[config.mk]
export PLATFORM = sky130hd
export DESIGN_NAME = sd_image_loader
export DESIGN_NICKNAME = d
export VERILOG_FILES = /design/src/rtl/sd_image_loader_pkg.sv /design/src/rtl/sd_image_loader_edge.sv /design/src/rtl/sd_image_loader.sv
export SDC_FILE = /design/constraint.sdc
export NUM_CORES = 1
export LEC_CHECK = 0
export ABC_AREA = 1
export BUFFER_PORTS_ARGS = -buffer_cell sky130_fd_sc_hd__buf_2
export CAP_MARGIN = 15
export CELL_PAD_IN_SITES_DETAIL_PLACEMENT = 1
export CELL_PAD_IN_SITES_GLOBAL_PLACEMENT = 1
export CORE_MARGIN = 2
export CORE_UTILIZATION = 35
export DETAILED_ROUTE_END_ITERATION = 16
export HOLD_SLACK_MARGIN = 0.15
export PLACE_DENSITY_LB_ADDON = 0.1
export SYNTH_ARGS = -nofsm -noshare
export SYNTH_HDL_FRONTEND = slang
export SYNTH_SLANG_ARGS = --single-unit
[constraint.sdc]
create_clock -name clk_in -period 1.8 [get_ports clk_in]
set_input_delay 0.36 -clock clk_in [delete_from_list [all_inputs] [get_ports clk_in]]
set_output_delay 0.36 -clock clk_in [all_outputs]
set_load 0.1 [all_outputs]
[src/rtl/sd_image_loader_pkg.sv]
// Shared definitions for the SD-card image loader and the frame buffer it feeds.
// Holds the loader state encoding, image geometry and the 4-bit colour codes.
package sd_image_loader_pkg;

    typedef enum logic [2:0] {
        ST_IDLE,
        ST_WAIT_READY,
        ST_ISSUE,
        ST_RECV,
        ST_NEXT,
        ST_DONE
    } loader_state_t;

    localparam int SECTOR_BYTES   = 512;
    localparam int IMAGE_WIDTH    = 640;
    localparam int IMAGE_HEIGHT   = 360;
    localparam int IMAGE_PIXELS   = IMAGE_WIDTH * IMAGE_HEIGHT;
    localparam int PIX_WIDTH      = 4;
    localparam int TIMEOUT_CYCLES = 1 << 20;

    // Colour codes stored in the frame buffer, one nibble per pixel
    localparam logic [3:0] COLOR_BLACK   = 4'h0;
    localparam logic [3:0] COLOR_RED     = 4'h1;
    localparam logic [3:0] COLOR_GREEN   = 4'h2;
    localparam logic [3:0] COLOR_BLUE    = 4'h3;
    localparam logic [3:0] COLOR_YELLOW  = 4'h4;
    localparam logic [3:0] COLOR_CYAN    = 4'h5;
    localparam logic [3:0] COLOR_MAGENTA = 4'h6;
    localparam logic [3:0] COLOR_GREY    = 4'h7;
    localparam logic [3:0] COLOR_WHITE   = 4'hF;

endpackage

[src/rtl/sd_image_loader_edge.sv]
// Rising-edge detector for the sd_controller byte strobe.
// The history register always tracks the strobe; only the accept pulse is gated.
module sd_byte_edge
    import sd_image_loader_pkg::*;
(
    input  logic clk,
    input  logic rst_n,
    input  logic byte_available,
    input  logic enable,
    output logic accept
);

    logic byte_prev;

    always_ff @(posedge clk) begin
        if (!rst_n) begin
            byte_prev <= 1'b0;
        end else begin
            byte_prev <= byte_available;
        end
    end

    assign accept = enable && byte_available && !byte_prev;

endmodule

[src/rtl/sd_image_loader.sv]
// Streams one image from the SD card into the frame buffer write port,
// stepping sector addresses, draining tail bytes and enforcing a watchdog.
module sd_image_loader #(
    parameter int SECTOR_BYTES   = sd_image_loader_pkg::SECTOR_BYTES,
    parameter int IMAGE_PIXELS   = sd_image_loader_pkg::IMAGE_PIXELS,
    parameter int PIX_WIDTH      = sd_image_loader_pkg::PIX_WIDTH,
    parameter int TIMEOUT_CYCLES = sd_image_loader_pkg::TIMEOUT_CYCLES
) (
    input  logic                            clk_in,
    input  logic                            rst_n_in,
    input  logic                            start_in,
    input  logic [31:0]                     base_addr_in,
    input  logic                            abort_in,
    input  logic                            sd_ready_in,
    input  logic                            sd_byte_available_in,
    input  logic [7:0]                      sd_dout_in,
    output logic                            sd_rd_out,
    output logic [31:0]                     sd_addr_out,
    output logic [$clog2(IMAGE_PIXELS)-1:0] buf_addr_out,
    output logic [PIX_WIDTH-1:0]            buf_data_out,
    output logic                            buf_we_out,
    output logic                            busy_out,
    output logic                            done_out,
    output logic                            error_out
);
    import sd_image_loader_pkg::*;

    localparam int ADDR_W = $clog2(IMAGE_PIXELS);
    localparam int PIX_W  = $clog2(IMAGE_PIXELS + 1);
    localparam int BYTE_W = $clog2(SECTOR_BYTES);
    localparam int WD_W   = $clog2(TIMEOUT_CYCLES + 1);

    loader_state_t    state, state_next;
    logic             accept, recv_enable, watched, timeout;
    logic [PIX_W-1:0] pix_idx;
    logic [BYTE_W-1:0] byte_cnt;
    logic [WD_W-1:0]  wd_cnt;
    logic             unused_dout_bits;

    assign unused_dout_bits = ^sd_dout_in[7:PIX_WIDTH];

    // Abort wins over a byte edge in the same cycle, so that byte is never accepted
    assign recv_enable = (state == ST_RECV) && !abort_in;

    sd_byte_edge u_edge (
        .clk            (clk_in),
        .rst_n          (rst_n_in),
        .byte_available (sd_byte_available_in),
        .enable         (recv_enable),
        .accept         (accept)
    );

    assign watched  = (state == ST_WAIT_READY) || (state == ST_ISSUE) || (state == ST_RECV);
    assign timeout  = watched && !accept && (wd_cnt == WD_W'(TIMEOUT_CYCLES - 1));
    assign busy_out = (state != ST_IDLE);
    assign done_out = (state == ST_DONE);

    always_comb begin
        state_next = state;
        case (state)
            ST_IDLE:       if (start_in) state_next = ST_WAIT_READY;
            ST_WAIT_READY: if (sd_ready_in) state_next = ST_ISSUE;
            ST_ISSUE:      if (!sd_ready_in) state_next = ST_RECV;
            ST_RECV:       if (accept && (byte_cnt == BYTE_W'(SECTOR_BYTES - 1))) state_next = ST_NEXT;
            ST_NEXT:       state_next = (pix_idx == PIX_W'(IMAGE_PIXELS)) ? ST_DONE : ST_WAIT_READY;
            ST_DONE:       state_next = ST_IDLE;
            default:       state_next = ST_IDLE;
        endcase
        if ((state != ST_IDLE) && (abort_in || timeout)) begin
            state_next = ST_IDLE;
        end
    end

    always_ff @(posedge clk_in) begin
        if (!rst_n_in) begin
            state        <= ST_IDLE;
            sd_rd_out    <= 1'b0;
            sd_addr_out  <= '0;
            buf_addr_out <= '0;
            buf_data_out <= '0;
            buf_we_out   <= 1'b0;
            error_out    <= 1'b0;
            pix_idx      <= '0;
            byte_cnt     <= '0;
            wd_cnt       <= '0;
        end else begin
            state      <= state_next;
            sd_rd_out  <= (state_next == ST_ISSUE);
            buf_we_out <= 1'b0;

            if ((state == ST_IDLE) && start_in) begin
                sd_addr_out <= base_addr_in;
                pix_idx     <= '0;
                byte_cnt    <= '0;
                error_out   <= 1'b0;
            end

            // Bytes past the last pixel are counted but drained without a write
            if (accept) begin
                byte_cnt <= byte_cnt + BYTE_W'(1);
                if (pix_idx < PIX_W'(IMAGE_PIXELS)) begin
                    buf_we_out   <= 1'b1;
                    buf_addr_out <= pix_idx[ADDR_W-1:0];
                    buf_data_out <= sd_dout_in[PIX_WIDTH-1:0];
                    pix_idx      <= pix_idx + PIX_W'(1);
                end
            end

            if (state == ST_NEXT) begin
                sd_addr_out <= sd_addr_out + 32'(SECTOR_BYTES);
                byte_cnt    <= '0;
            end

            if (timeout) begin
                error_out <= 1'b1;
            end

            if ((state_next != state) || accept || !watched) begin
                wd_cnt <= '0;
            end else begin
                wd_cnt <= wd_cnt + WD_W'(1);
            end
        end
    end

endmodule

==> results list <==
- Post-synthesis compound-gate area fraction: 13.26%
* Antenna Violating Nets Remaining: 0
- Max Clk Rate: 523.0 MHz
- After the first detailed-routing iteration, the DRC count stood at 223.
- The initial antenna violation count was 0.
- Number of input and output port buffers inserted: 100
- For this design the static power due to leakage is 2.845 nW.
- Count of H-tree levels built during CTS: 3
* Clock tree from TritonCTS: built
* Fin crit share: 106.2%
- Number of synthesized register bits: 109
- Initial core utilization: 35.34%
- Maximum vdd ir drop: 492.4 uV
- Leaving out fill and tap cells, the most frequent cell in the layout is sky130_fd_sc_hd__nand2_1.
- Worst setup path endpoint: wd_cnt[16]$_SDFF_PP0_
* Beginning of the worst register-to-register path: byte_cnt[1]$_SDFFE_PP0P_
* Largest net degree at the start of global routing: 28
- The area growth from synthesis to layout is 34.50%.
* Fraction of the yosys area taken by sequential cells: 41.07%
- Vias in the first global route: 5855
- Cell Pwr Density: 830.6 nW/um^2
- The worst setup path is of the reg2reg kind.
* Fin. max-slew vios: 0
* Count of TritonRoute iterations in the first routing pass: 4
- Final setup violation count: 21
- Result of the run: finished, violations left
- After legalization and detailed placement, the total HPWL measured 12770 um.
* Worst Path Required: 2100 ps
- After detailed routing, the number of remaining DRC violations is 0.
- In the final layout, the share of cells above drive strength 1 is 31.68%.
* Die area: 16180 um^2
* Total count of hold-check failures in the final report: 0
- Count of vias placed by the detailed router: 5527
* Fin cells: 1094
- Slew @ Worst Pin: 520.0 ps
- Counting tap cells, the placed design contains a total of 1066 instances.
- Commonest non-fill, non-tap cells in the layout: sky130_fd_sc_hd__nand2_1, sky130_fd_sc_hd__buf_2, sky130_fd_sc_hd__nor2_1, sky130_fd_sc_hd__dfxtp_1, sky130_fd_sc_hd__inv_1
* Clock edge transition at the registers on the reported setup and hold paths: 80 ps
- Worst max-slew margin expressed relative to the limit: 65.57%
- Combined global-route utilization of all metal layers: 21.71%
- Setup slack on the critical path of the routed design comes to -112.2 ps.
- Kind of start point of the critical path: flip-flop
- First-pass GRT wire length: 28500 um
* Weighted congestion reported at the end of routability-driven placement: 0.8321
- Post-synthesis cell type count: 40
* Root Buffer: sky130_fd_sc_hd__clkbuf_16
* Xor and xnor fraction of the mapped netlist area: 3.297%
- Nets: 953
- Detail-routed via count per cell: 5.052
* Avg WL per Cell: 15.70 um
- Area of the core: 15030 um^2
- Worst setup EP type: flip-flop
- Between clock sinks in the finished design, the worst skew comes to 9.853 ps.
- Of the total synthesized cell area, the portion taken by full adders, half adders and majority gates is 1.413%.
* Setup repair after global routing missed its margin: true
- Gr ovfl total: 0
- The checks that failed: setup timing.
- Inserted Diodes: 0
* Reported max-cap violation count: 0
- After Yosys synthesis, and, or, nand and nor cells account for 32.95% of the synthesized area.
- After layout, the minimum clock period comes to 1912 ps.
- The worst register-to-register path ends at wd_cnt[16]$_SDFF_PP0_.
* Arrival time of data at the critical path endpoint: 2210 ps
- The synthesized netlist occupies a cell area of 5313 um^2.
* Die span in x: 127.2 um
- In this run the register-to-register setup slack is -110 ps.
- A synthesized cell averages 7.037 um^2.
- In this run the worst setup path begins at byte_cnt[1]$_SDFFE_PP0P_.
* Worst reg2reg path depth: 15
- Routed WL: 17180 um
- Net Count, Synth: 807
* Maximum number of buffers from clock root to sink: 2
* HP Class: in2reg
* Clock tree sinks: 109
- Number of top-level pins: 105
- Area of all placed cells without fillers: 7146 um^2
- Warnings from Yosys: 0
- TritonCTS created 9 clock buffers.
* Clk_lat worst skew: 360 ps
* Crit path max fanout: 8
- In the synthesized netlist, the number of instances is 755.
* Dominant combinational cell family by area after synthesis: simple AND/OR/NAND/NOR gates
- Site Rows: 45
- Multiplexer share of the synthesized area: 0.1884%
* Die Ht: 127.2 um
- Instance area after placement: 6470 um^2
## layer usage
metal / track usage (%) / routed length [um] / vias to the layer above
li1: - / - / 2759
met1: 26.50 / 7633 / 2692
met2: 39.44 / 8876 / 61
met3: 4.606 / 464 / 15
met4: 4.590 / 202 / 0
met5: 0 / 0 / -
## registers in the layout, summed over array words and instances (netlist names)
signal            count
sd_addr_out          32
wd_cnt               21
buf_addr_out         18
pix_idx              18
byte_cnt              9
buf_data_out          4
state                 3
buf_we_out            1
error_out             1
sd_rd_out             1
u_edge.byte_prev      1
## critical path: stages, from the launching register on
cell and delay, ps:
sky130_fd_sc_hd__dfxtp_2 360, sky130_fd_sc_hd__ha_4 150, sky130_fd_sc_hd__inv_4 40, sky130_fd_sc_hd__nor3_4 130, sky130_fd_sc_hd__nand3_2 100, sky130_fd_sc_hd__nor2_2 90, sky130_fd_sc_hd__ha_2 170, sky130_fd_sc_hd__nand2_2 70
sky130_fd_sc_hd__nand2_4 80, sky130_fd_sc_hd__nand3_4 70, sky130_fd_sc_hd__nand2_2 90, sky130_fd_sc_hd__nand2_2 60, sky130_fd_sc_hd__nand2_2 80, sky130_fd_sc_hd__nand2_4 100, sky130_fd_sc_hd__buf_12 170, sky130_fd_sc_hd__nor2_4 70
## stage by stage
step	setup slack [ps]	total power, mW	util [%]	hold slack, ps	setup TNS [ps]
finish	-112.2	5.935	47.53	183.2	-2163
global placement	-152.6	3.833	43.04	448.6	-3024
CTS	-189.9	5.984	46.19	174.4	-3752
floorplan	8.220	3.522	-	427.4	0
global route	-210.6	6.164	47.53	189.8	-4442
detailed placement	-248.0	3.862	43.04	457.3	-4794
## layout make-up
| class | instances | area (um^2) |
|---|---|---|
| clock buffer | 12 | 266.5 |
| clock inverter | 4 | 36.28 |
| fill | 1927 | 7888 |
| inverter | 80 | 307.8 |
| multi-input combinational | 541 | 3010 |
| sequential | 109 | 2238 |
| tap | 188 | 235.2 |
| timing repair buffer | 160 | 1051 |
## Yosys cell counts, drive strengths merged
library cell,number,area share [%]
o221a,1,0.21
o41ai,2,0.33
mux2i,1,0.19
a221oi,4,0.66
o221ai,2,0.33
a22o,1,0.16
nand2,171,13
nand3,54,5.3
clkbuf,16,1.1
dfxtp,109,41
o311a,1,0.19
nor3,23,2.2
xnor2,7,1.2
o211ai,5,0.71
and2,1,0.12
nand4,12,1.4
nand3b,1,0.14
inv,80,5.7
buf,9,1.0
or2,4,0.47
a21oi,46,4.3
ha,6,1.4
a211oi,7,0.99
nor3b,1,0.14
xor2,13,2.1
nor2,123,10
o31ai,1,0.14
a31oi,7,0.82
o211a,1,0.19
o21ai,42,4.0
nor4,2,0.24
o22ai,2,0.24
## power by group
| part | total (mW) | switching [mW] | internal (mW) |
|---|---|---|---|
| logic | 1.28 | 0.978 | 0.299 |
| registers | 2.59 | 0.0964 | 2.50 |
| clock network | 2.06 | 0.991 | 1.07 |
| total | 5.94 | 2.06 | 3.87 |
## cell families (layout without fill, tap and decap cells)
group,after synthesis,after routing
buffers and inverters,105,256
XOR/XNOR,20,20
adder cells (fa/ha/maj),6,6
AND/OR/NAND/NOR,392,392
flip-flops,109,109
AO/OA/AOI/OAI,122,122
multiplexers,1,1
## worst min-delay path by stage
stage	startpoint	end	slack (ps)	cells after the start
after floorplan	wd_cnt[0]$_SDFF_PP0_	wd_cnt[0]$_SDFF_PP0_	430	1
after global placement	buf_addr_out[9]$_SDFFE_PN0P_	buf_addr_out[9]$_SDFFE_PN0P_	450	2
after detailed placement	buf_addr_out[12]$_SDFFE_PN0P_	buf_addr_out[12]$_SDFFE_PN0P_	460	2
after CTS	sd_dout_in[1]	buf_data_out[1]$_SDFFE_PN0P_	170	3
after global routing	sd_dout_in[3]	buf_data_out[3]$_SDFFE_PN0P_	190	3
final	sd_dout_in[1]	buf_data_out[1]$_SDFFE_PN0P_	180	3
## repair_timing
action	4_1_cts	5_1_grt
buffers inserted	6	7
hold buffers	0	0
gates cloned	1	0
gates resized for setup	28	39
endpoints found under the setup margin	23	50
pin swaps	8	15
(Power assumes the default switching activity.)
